===== src/rtl/csla_pipe_adder.sv =====
// csla_pipe_adder: pipelined carry-select adder/subtractor.
//   The WIDTH-bit operands are cut into NSEG = WIDTH/BLOCK segments. Every
//   segment forms a sum/carry pair for carry-in 0 and for carry-in 1 as soon as
//   the operands arrive. Segment k is resolved (its pair selected by the running
//   carry) in stage (k*STAGES)/NSEG. Unresolved pairs and the running carry
//   travel through the stage registers; the last register holds the result.
//   Latency is STAGES cycles, throughput one result per cycle, and a
//   valid/ready handshake with bubble squeezing is supported.
//   Requires WIDTH % BLOCK == 0 and 1 <= STAGES <= NSEG.
// Ports:
//   clock, reset      rising-edge clock, synchronous active-high reset
//   i_valid, o_ready  operand handshake (o_ready is combinational from i_ready)
//   i_a, i_b          operands
//   i_cin             carry-in (borrow-in when subtracting)
//   i_sub             0 = add, 1 = subtract
//   o_valid, i_ready  result handshake
//   o_sum             WIDTH+1-bit result, bit WIDTH = carry-out
//   o_ovf             signed overflow of the WIDTH-bit result; present only
//                     when the macro CSLA_PIPE_OVF_EN is defined
module csla_pipe_adder #(
  parameter int unsigned WIDTH  = 32,
  parameter int unsigned BLOCK  = 8,
  parameter int unsigned STAGES = 2
) (
  input  logic             clock,
  input  logic             reset,
  input  logic             i_valid,
  output logic             o_ready,
  input  logic [WIDTH-1:0] i_a,
  input  logic [WIDTH-1:0] i_b,
  input  logic             i_cin,
  input  logic             i_sub,
  output logic             o_valid,
  input  logic             i_ready,
  output logic [WIDTH:0]   o_sum
`ifdef CSLA_PIPE_OVF_EN
  ,
  output logic             o_ovf
`endif
);

  localparam int unsigned NSEG = WIDTH / BLOCK;
  localparam int unsigned SEGW = BLOCK + 1;

  // Stage that selects segment k's precomputed pair.
  function automatic int unsigned seg_stage(input int unsigned k);
    return (k * STAGES) / NSEG;
  endfunction

  // Effective operands: subtract is A + ~B + 1, with the carry-in acting as borrow.
  logic [WIDTH-1:0] b_eff;
  logic             c_first;

  assign b_eff   = i_sub ? ~i_b : i_b;
  assign c_first = i_cin ^ i_sub;

  // Handshake: valid_q[s] marks the register after stage s as occupied.
  logic [STAGES-1:0] valid_q;
  logic [STAGES-1:0] rdy;
  logic [STAGES-1:0] v_in;
  logic [STAGES-1:0] ld;

  // ready_s = ~valid_s | ready_(s+1), unrolled into a running OR from the output
  // side so that no signal depends on itself.
  always_comb begin : p_flow
    logic acc;
    acc     = i_ready;
    rdy     = '0;
    v_in    = '0;
    v_in[0] = i_valid;
    for (int s = 1; s < int'(STAGES); s++) begin
      v_in[s] = valid_q[s-1];
    end
    for (int s = int'(STAGES) - 1; s >= 0; s--) begin
      acc    = acc | ~valid_q[s];
      rdy[s] = acc;
    end
    ld = rdy & v_in;
  end

  always_ff @(posedge clock) begin
    if (reset) begin
      valid_q <= '0;
    end else begin
      valid_q <= (valid_q & ~rdy) | (v_in & rdy);
    end
  end

  assign o_ready = rdy[0] & ~reset;
  assign o_valid = valid_q[STAGES-1];

  for (genvar s = 0; s < int'(STAGES); s++) begin : g_stage
    localparam int unsigned STAGE_IDX = s;

    // Stage inputs: per-segment pairs plus the carry into the first unresolved segment.
    logic [NSEG-1:0][BLOCK-1:0] in_s0;
    logic [NSEG-1:0][BLOCK-1:0] in_s1;
    logic [NSEG-1:0]            in_c0;
    logic [NSEG-1:0]            in_c1;
    logic                       in_cy;
    // Stage outputs: resolved segments are merged into the sum0 lanes.
    logic [NSEG-1:0][BLOCK-1:0] rs_s0;
    logic                       rs_cy;
`ifdef CSLA_PIPE_OVF_EN
    logic                       in_x;   // A[MSB] ^ B'[MSB], recovers the carry into the MSB
`endif

    if (s == 0) begin : g_src
      // Both candidate sums of every segment, straight from the operands.
      always_comb begin
        in_s0 = '0;
        in_s1 = '0;
        in_c0 = '0;
        in_c1 = '0;
        for (int unsigned k = 0; k < NSEG; k++) begin
          {in_c0[k], in_s0[k]} = SEGW'(i_a[k*BLOCK +: BLOCK]) + SEGW'(b_eff[k*BLOCK +: BLOCK]);
          {in_c1[k], in_s1[k]} = SEGW'(i_a[k*BLOCK +: BLOCK]) + SEGW'(b_eff[k*BLOCK +: BLOCK])
                                 + SEGW'(1);
        end
        in_cy = c_first;
      end
`ifdef CSLA_PIPE_OVF_EN
      assign in_x = i_a[WIDTH-1] ^ b_eff[WIDTH-1];
`endif
    end else begin : g_reg
      // Pipeline register between stage s-1 and stage s.
      always_ff @(posedge clock) begin
        if (reset) begin
          in_s0 <= '0;
          in_s1 <= '0;
          in_c0 <= '0;
          in_c1 <= '0;
          in_cy <= 1'b0;
`ifdef CSLA_PIPE_OVF_EN
          in_x  <= 1'b0;
`endif
        end else if (ld[s-1]) begin
          in_s0 <= g_stage[s-1].rs_s0;
          in_s1 <= g_stage[s-1].in_s1;
          in_c0 <= g_stage[s-1].in_c0;
          in_c1 <= g_stage[s-1].in_c1;
          in_cy <= g_stage[s-1].rs_cy;
`ifdef CSLA_PIPE_OVF_EN
          in_x  <= g_stage[s-1].in_x;
`endif
        end
      end
    end

    // Select this stage's segments in ascending order, rippling the carry.
    always_comb begin : p_resolve
      logic cy;
      rs_s0 = in_s0;
      cy    = in_cy;
      for (int unsigned k = 0; k < NSEG; k++) begin
        if (seg_stage(k) == STAGE_IDX) begin
          rs_s0[k] = cy ? in_s1[k] : in_s0[k];
          cy       = cy ? in_c1[k] : in_c0[k];
        end
      end
      rs_cy = cy;
    end
  end

  // Output register holds the fully selected sum.
  always_ff @(posedge clock) begin
    if (reset) begin
      o_sum <= '0;
`ifdef CSLA_PIPE_OVF_EN
      o_ovf <= 1'b0;
`endif
    end else if (ld[STAGES-1]) begin
      o_sum <= {g_stage[STAGES-1].rs_cy, g_stage[STAGES-1].rs_s0};
`ifdef CSLA_PIPE_OVF_EN
      // carry into MSB = A^B'^S at the MSB; overflow = that XOR carry-out
      o_ovf <= g_stage[STAGES-1].in_x ^ g_stage[STAGES-1].rs_s0[NSEG-1][BLOCK-1]
               ^ g_stage[STAGES-1].rs_cy;
`endif
    end
  end

endmodule


===== config.mk =====
export PLATFORM = sky130hd
export DESIGN_NAME = csla_pipe_adder
export DESIGN_NICKNAME = d
export VERILOG_FILES = /design/src/rtl/csla_pipe_adder.sv
export SDC_FILE = /design/constraint.sdc
export NUM_CORES = 1
export LEC_CHECK = 0
export ABC_AREA = 1
export BUFFER_PORTS_ARGS = -buffer_cell sky130_fd_sc_hd__buf_2
export CAP_MARGIN = 20
export CORE_MARGIN = 5
export CORE_UTILIZATION = 40
export CTS_CLUSTER_DIAMETER = 60
export DETAILED_ROUTE_END_ITERATION = 10
export PLACE_DENSITY_LB_ADDON = 0.2
export SLEW_MARGIN = 30
export SYNTH_ARGS = -nofsm -noshare
export SYNTH_HDL_FRONTEND = slang
export SYNTH_SLANG_ARGS = --single-unit

===== constraint.sdc =====
create_clock -name clock -period 3.5 [get_ports clock]
set_input_delay 0.35 -clock clock [delete_from_list [all_inputs] [get_ports clock]]
set_output_delay 0.35 -clock clock [all_outputs]
set_load 0.01 [all_outputs]

# Word level (Yosys, flattened, before mapping)
# Cells that the tools add are included.
[op_classes]
add_sub_neg = 8
mul = 0
div = 0
n_lt_le_gt_ge = 0
eq_ne = 0
shifts = 0
n_mux = 9
bitwise_logic = 12
n_reduce_logical = 0
[ops]
columns = ["cell", "count"]
rows = [
  ["$add A8 B8 Y9", 4],
  ["$add A9 B1 Y9 const B", 4],
  ["$mux W32", 1],
  ["$mux W8", 4],
  ["$not A32 Y32", 1],
  ["$and A2 B2 Y2", 2],
  ["$mux W1", 4],
  ["$not A1 Y1", 3],
  ["$not A2 Y2", 1],
  ["$or A1 B1 Y1", 2],
  ["$or A2 B2 Y2", 1],
  ["$and A1 B1 Y1", 1],
  ["$xor A1 B1 Y1", 1],
]
[word_totals]
register_bits = 92
latch_bits = 0
mem_bits_rw = 0
romBits = 0
input_bits = 70
output_inout_bits = 35
mem_count = 0

# Logic depth before layout (Yosys ltp)
# Gate-level depths: netlist of the first run.
[depth]
word_depth = 6
mapped_depth = 20
ltp_nobuf = 18

# Least setup slack after synthesis of the first run
# No wires, ideal clock.
[synth_path]
path_type = "input -> register"
startpoint = "input i_sub"
endpoint = "register g_stage[1].in_s0[14] (netlist name)"
arrival_time_ns = 2.896
required_time_ns = 3.391
slack_ns = 0.495
path_stages = 19
path_buffers = 2
path_cell_list = "buf_6 > clkbuf_1 > xor2_1 > ha_1 > inv_1 > fa_1 > inv_1 > ha_1 > nand2_2 > nor2_2 > nand3_2 > nor2_4 > nand2_2 > nand2_4 > nand2_4 > nand2_1 > nand3_1 > nand2_1 > inv_1"
[synth_between]
elab_chain_cells = 5
word_cells_on_any_way = 8
classes_between = "add/sub (4); mux (3); bitwise (1)"
[synth_rtl]
columns = ["item", "line_no", "source"]
rows = [
  ["start: declaration", "32", "input logic i_sub,"],
  ["$mux W32", "54", "assign b_eff = i_sub ? ~i_b : i_b;"],
  ["$add A8 B8 Y9", "116, 117", ""],
  ["$add A9 B1 Y9", "118", "+ SEGW'(1);"],
  ["$mux W1", "158", "cy = cy ? in_c1[k] : in_c0[k];"],
  ["$mux W8 *", "157", "rs_s0[k] = cy ? in_s1[k] : in_s0[k];"],
  ["end signal: assignment", "138", "in_s0 <= g_stage[s-1].rs_s0;"],
  ["end: declaration", "96", "logic [NSEG-1:0][BLOCK-1:0] in_s0;"],
]
# Mark *: on every way between the ends. The rest lies on a longest branch, timed or not.
# A chain may end at the register's enable or synchronous reset.

# Final worst setup path of the first run
[layout_path]
startpoint = "input i_sub"
endpoint = "register g_stage[1].in_s1[31] (netlist name)"
[layout_between]
elab_chain_cells = 3
[layout_rtl]
columns = ["item", "line_no", "source"]
rows = [
  ["$mux W32", "54", ""],
  ["$add A8 B8 Y9", "117", "{in_c1[k], in_s1[k]} = SEGW'(i_a[k*BLOCK +: BLOCK]) + SEGW'(b_eff[k*BLOCK +: BLOCK])"],
  ["$add A9 B1 Y9", "118", ""],
  ["end signal: assignment", "139", "in_s1 <= g_stage[s-1].in_s1;"],
  ["end: declaration", "97", "logic [NSEG-1:0][BLOCK-1:0] in_s1;"],
]
# No other way between the ends.

==> flow_summary.yaml, run 1 <==
worst_setup_path:
  rr_endpoint: "o_sum[20]$_SDFFE_PP0P_"
  path_depth: 13
  crit_buf_inv: 3
  path_cells: "buf_2 -> buf_4 -> xor2_1 -> ha_1 -> fa_1 -> xor2_1 -> nand3_1 -> nor3_2 -> nand3_1 -> nand2_1 -> nand2_1 -> o21ai_1 -> inv_1"
  rrSetupSlack_ns: 1.51
  reg2reg_depth: 6
  critical_path.slowest_cell: "fa_1"
  cp_top_family: "simple AND/OR/NAND/NOR gates"
  cp-start-kind: "input pin"
  crit_type: "in2reg"
  required_ns: 3.73
  critPathMaxFanout: 14
  critPathArrivalTime_ns: 2.79
  critPathMaxStageDelay_ns: 0.42
  critPathLaunch: "i_sub"
  end_kind: "register"
routing:
  wl_met1_um: 6379
  drc_errors: 0
  routed.top_layer: "met5"
  vias_per_cell: 4.704
  drtIter0Drc: 310
  drt_first_pass_iters: 4
  wl_met2_um: 6546
  antenna_left: 0
  wl_met3_um: 720
  wl_per_cell_um: 12.22
  wl_um: 13860
  vias: 5334
min_path:
  hold_class: "in2reg"
  hold_path_depth: 4
  hold_start: "i_ready"
die:
  die_w_um: 130.4
  initial_utilization_pct: 40.38
  ios: 105
  die_h_um: 130.4
  die_area_um2: 17010
  core_um2: 14370
  fp-row-count: 44
sta:
  final_hold_viol_count: 0
  fin_tns_setup_ns: 0
  whs_ns: 0.3042
  setup_viol: 0
  tightest_slew_ns: 0.6465
  fmax_mhz: 390.8
  relSlewSlack_pct: 56.90
  period_share_pct: 73.11
  drv_slew: 0
  fin_worst_skew_ns: 0.006683
  post-route-min-period_ns: 2.559
  rsz0062_at_grt: "no"
  fin_ws_ns: 0.9412
logic_synthesis:
  synthTopCellsByArea: "dfxtp_1 (30%), nand2_1 (11%), ha_1 (8.2%), xor2_1 (7.5%), inv_1 (7.3%)"
  yosysWarnings: 0
  synth_cell_type_count: 34
  syn_area_per_cell_um2: 6.810
  synth_cells: 852
  ys_ff_latch: 88
  ys_seq_area_share_pct: 30.36
  syn_area_um2: 5802
  yosysTopAreaCellShare_pct: 30.36
  synth.net_count: 964
  synth_area_leader_cell: "dfxtp_1"
final_layout:
  diodes: 0
  area_delta_synth_final_pct: 16.91
  layout_common_cells: "nand2_1 (171), inv_1 (113), nor2_1 (109)"
  final_common_cell: "nand2_1"
  final_nets: 1057
  layout-drive-gt1-share_pct: 15.68
global_routing:
  grt_pass1_wl_um: 23320
  grt_max_degree: 81
  grt_pass1_vias: 5035
  overflow: 0
  antenna_found_initial: 1
  grt_use_total_pct: 16.70
place:
  post-place-ws_ns: 0.5695
  port_buffers: 104
  globalplace.congestion: 0.8266
  dp_hpwl_um: 10600
pwr:
  ir_worst_vdd_mv: 0.2898
  power_density_nw_per_um2: 455.4
  leakagePower_uw: 0.003565
clock_network:
  root_buffer: "clkbuf_16"
  clk_pin_slew_worst_paths_ns: 0.07
  cts_resized: 0
  ctsHoldBuffers: 0
  insertion_delay_ns: 0.33
  h-tree-depth: 3
  cts-buffers-inserted: 9
  cts_setup_buffers: 0
  clock-sinks: 88
  cts_tree: "yes"
  clockBufferDepth: 2
status:
  outcome: "finished, final reports clean"
job:
  maxCapViolations: 0
[per-layer routing]
metal | GRT usage, % | vias up
li1 | - | 2919
met1 | 20.73 | 2296
met2 | 29.78 | 102
met3 | 2.967 | 15
met4 | 4.537 | 2
met5 | 0 | -
[cell usage after synthesis]
cell type and number:
nand2_1 171, inv_1 113, nor2_1 109, dfxtp_1 88, o21ai_0 64, nand3_1 61
xor2_1 50, a21oi_1 43, ha_1 38, clkbuf_1 29, nand4_1 16, o211ai_1 15
a31oi_1 11, xnor2_1 8, fa_1 4, nand2_2 3, nand3b_1 3, nor2_2 3
clkinv_1 2, inv_2 2, nand2_4 2, nand3_2 2, nor3_2 2, o21ai_2 2
o21bai_1 2, a21oi_2 1, buf_2 1, buf_6 1, nand3_4 1, nor2_4 1
nor2_8 1, nor3_1 1, o21ai_1 1, xor2_2 1
[cells by family after synthesis]
family | Yosys count | synth area share, %
xor gates and xnor gates | 59 | 9.036
buffers and inverters | 148 | 9.726
AOI/OAI and AO/OA | 139 | 13.16
DFF | 88 | 30.36
adders and majority gates | 42 | 9.575
and+or+nand+nor | 376 | 28.14
[final cells by class]
type / count / area [µm²]
multi-input cells: 616 / 3476
inverters: 117 / 439.2
flip-flops and latches: 88 / 1762
well taps: 184 / 230.2
clock buffers: 11 / 242.7
fillers: 1536 / 7586
clock inverters: 5 / 32.53
repair buffers: 113 / 600.6
[per-stage QoR]
stage	total power (µW)	area, µm²	utilization (%)	std cells
floorplan	1963	5802	-	852
global placement	2227	6507	45.29	1118
detailed placement	2233	6507	45.29	1118
CTS	3128	6783	47.20	1134
global route	3340	6783	47.20	1134
finish	3089	6783	47.20	1134
[worst max-delay path by stage]
stage,to
detailed placement,g_stage[1].in_s0[10]$_SDFFE_PP0P_
floorplan,g_stage[1].in_s0[14]$_SDFFE_PP0P_
global placement,g_stage[1].in_cy$_SDFFE_PP0P_
global route,g_stage[1].in_s1[31]$_SDFFE_PP0P_
CTS,g_stage[1].in_s0[10]$_SDFFE_PP0P_
finish,g_stage[1].in_s1[31]$_SDFFE_PP0P_
[power breakdown]
group / switching (µW) / total [µW] / internal, µW
Clock: 390 / 888 / 498
Combinational: 649 / 1040 / 393
Sequential: 51.4 / 1160 / 1110
Total: 1090 / 3090 / 2000
[tightest hold or removal path, delay by kind of cell]
kind                   cells  cell delay (ns)
buffers and inverters      2             0.12
and+or+nand+nor            1             0.07
AOI/OAI and AO/OA          1             0.06
[registers in the layout (all words and copies together), names as in the netlist, named ones only]
signal         count
g_stage.in_s1     16
g_stage.in_s0     32
g_stage.in_c1      2
g_stage.in_c0      2
g_stage.in_cy      1
o_sum             33
Power figures use the tool's default switching activity.
==> run 2, diff against run 1 <==
==> constraint.sdc (replaced) <==
create_clock -name clock -period 2.5 [get_ports clock]
set_input_delay 0.25 -clock clock [delete_from_list [all_inputs] [get_ports clock]]
set_output_delay 0.25 -clock clock [all_outputs]
set_load 0.01 [all_outputs]
==> run 2 against run 1 <==
  * Die area stayed put
  * Critical endpoint is now g_stage[1].in_s0[15]$_SDFFE_PP0P_
  * Clock skew is 0.0015 ns lower
  * Combinational power is 66% higher
  * Flip-flop and latch count stayed put
  * Largest cell class unchanged
  * Clock power is 48% higher
  * Routed wire length is 0.61% higher
  * Sequential power is 40% higher
==> flow_summary.yaml, run 2 (same netlist as run 1, synthesis figures left out) <==
clock_network:
  clock-sinks: 88
  ctsHoldBuffers: 0
  insertion_delay_ns: 0.34
  root_buffer: "clkbuf_16"
  clk_pin_slew_worst_paths_ns: 0.06
  cts-buffers-inserted: 9
  clockBufferDepth: 2
  cts_setup_buffers: 0
  cts_tree: "yes"
  h-tree-depth: 3
  cts_resized: 0
pwr:
  comb_power_share_pct: 37.1
  p_switching_uw: 1584
  pwr-share-clk_pct: 28.1
  seqPwrFrac_pct: 34.8
  ir_worst_vdd_mv: 0.3553
  power_density_nw_per_um2: 636.7
  switching_share_pct: 34.00
  leakagePower_uw: 0.003887
  p_int_uw: 3074
die:
  initial_utilization_pct: 40.38
  die_h_um: 130.4
  ios: 105
  core_um2: 14370
  die_w_um: 130.4
  fp-row-count: 44
  die_area_um2: 17010
worst_setup_path:
  critPathArrivalTime_ns: 2.46
  crit_type: "in2reg"
  critical_path.slowest_cell: "fa_1"
  crit_top_cell: "inv_1"
  path_cells: "clkbuf_4 -> xor2_1 -> ha_1 -> inv_1 -> fa_1 -> inv_1 -> ha_1 -> nand2_2 -> nor2_2 -> nand3_2 -> nor2_4 -> nand2_2 -> nand2_4 -> nand2_4 -> nand2_1 -> nand3_1 -> nand2_1 -> inv_1"
  cp_top_family: "simple AND/OR/NAND/NOR gates"
  crit_buf_inv: 4
  end_kind: "register"
  cp-start-kind: "input pin"
  critPathMaxFanout: 9
  critPathMaxStageDelay_ns: 0.45
  required_ns: 2.74
final_layout:
  final_nets: 1118
  layout_common_cells: "nand2_1 (171), inv_1 (113), nor2_1 (109)"
  seq_area_um2: 1762
  area_delta_synth_final_pct: 26.09
  largest_reg_flops: 33
  top_register: "o_sum"
  multi_input_area_um2: 3490
  fillCellCount: 1483
  layout-drive-gt1-share_pct: 20.97
  final_util_pct: 50.91
  final_common_cell: "nand2_1"
  reg_top3: "o_sum: 33 flops, g_stage.in_s0: 32 flops, g_stage.in_s1: 16 flops"
  fin_cells: 1196
sta:
  fin_ws_ns: 0.2786
  drv_slew: 0
  post-route-min-period_ns: 2.221
  period_share_pct: 88.86
  final_hold_viol_count: 0
  rsz0062_at_grt: "no"
  fin_worst_skew_ns: 0.005210
  tightest_slew_ns: 0.4727
  fin_tns_setup_ns: 0
  fmax_mhz: 450.2
  setup_viol: 0
  relSlewSlack_pct: 68.44
routing:
  drt_first_pass_iters: 5
  vias: 5612
  drtIter0Drc: 309
  antenna_left: 0
  wl_um: 13950
  wl_per_cell_um: 11.66
  vias_per_cell: 4.692
  drc_errors: 0
global_routing:
  grt_use_total_pct: 16.65
  overflow: 0
  grt_pass1_vias: 5072
  grt_pass1_wl_um: 23140
  antenna_found_initial: 1
  grt_max_degree: 45
min_path:
  hold_class: "in2reg"
job:
  maxCapViolations: 0
place:
  dp_hpwl_um: 11070
  globalplace.congestion: 0.8513
  port_buffers: 104
  dp_cells: 1179
  post-place-ws_ns: -0.1369
status:
  outcome: "finished, final reports clean"
[run 2: area by class of cell]
| type | count | share of cell area (%) |
|---|---|---|
| clock inverter | 4 | 0.3763 |
| clock buffer | 12 | 3.643 |
| inverter | 117 | 6.003 |
| multi-input combinational | 616 | 47.70 |
| tap | 184 | 3.147 |
| antenna | 1 | 0.03421 |
| sequential | 88 | 24.08 |
| timing repair buffer | 174 | 15.02 |
[run 2: power groups by stage]
stage	Combinational, µW	Sequential (µW)	Clock [µW]
global placement	1720	1650	0
floorplan	1100	1650	0
CTS	1740	1620	1340
global route	1970	1640	1400
detailed placement	1730	1650	0
finish	1730	1620	1310
[run 2: metrics by stage]
stage | hold slack, ns | total power, µW | instance area (µm²)
after floorplan | 0.4297 | 2756 | 5836
after global placement | 0.4540 | 3371 | 7010
after detailed placement | 0.4579 | 3384 | 7010
after CTS | 0.1939 | 4703 | 7305
after global routing | 0.2221 | 5017 | 7316
final | 0.2045 | 4658 | 7316
[run 2: final timing paths]
path	start	to	slack (ns)	depth (start not counted)
worst max-delay path	i_sub	g_stage[1].in_s0[15]$_SDFFE_PP0P_	0.28	18
worst max register to register	register	o_sum[31]$_SDFFE_PP0P_	0.84	8
worst min-delay path	i_ready	register	0.20	4
worst min register to register	g_stage[1].in_s1[16]$_SDFFE_PP0P_	g_stage[1].in_s1[16]$_SDFFE_PP0P_	0.47	2
[run 2: metal layers]
metal  vias up  routed length (µm)  track usage [%]
met4         0                 348            7.139
met3        19                 629            2.602
li1       3048                   -                -
met5         -                   0                0
met1      2437                6568            21.17
met2       108                6399            28.09
[run 2: worst register-to-register path, delay by kind of cell, from the launching register on]
family                 cells  cell delay [ns]
flip-flops                 1             0.35
AO/OA/AOI/OAI              2             0.26
AND/OR/NAND/NOR            2             0.14
buffers and inverters      4             0.86
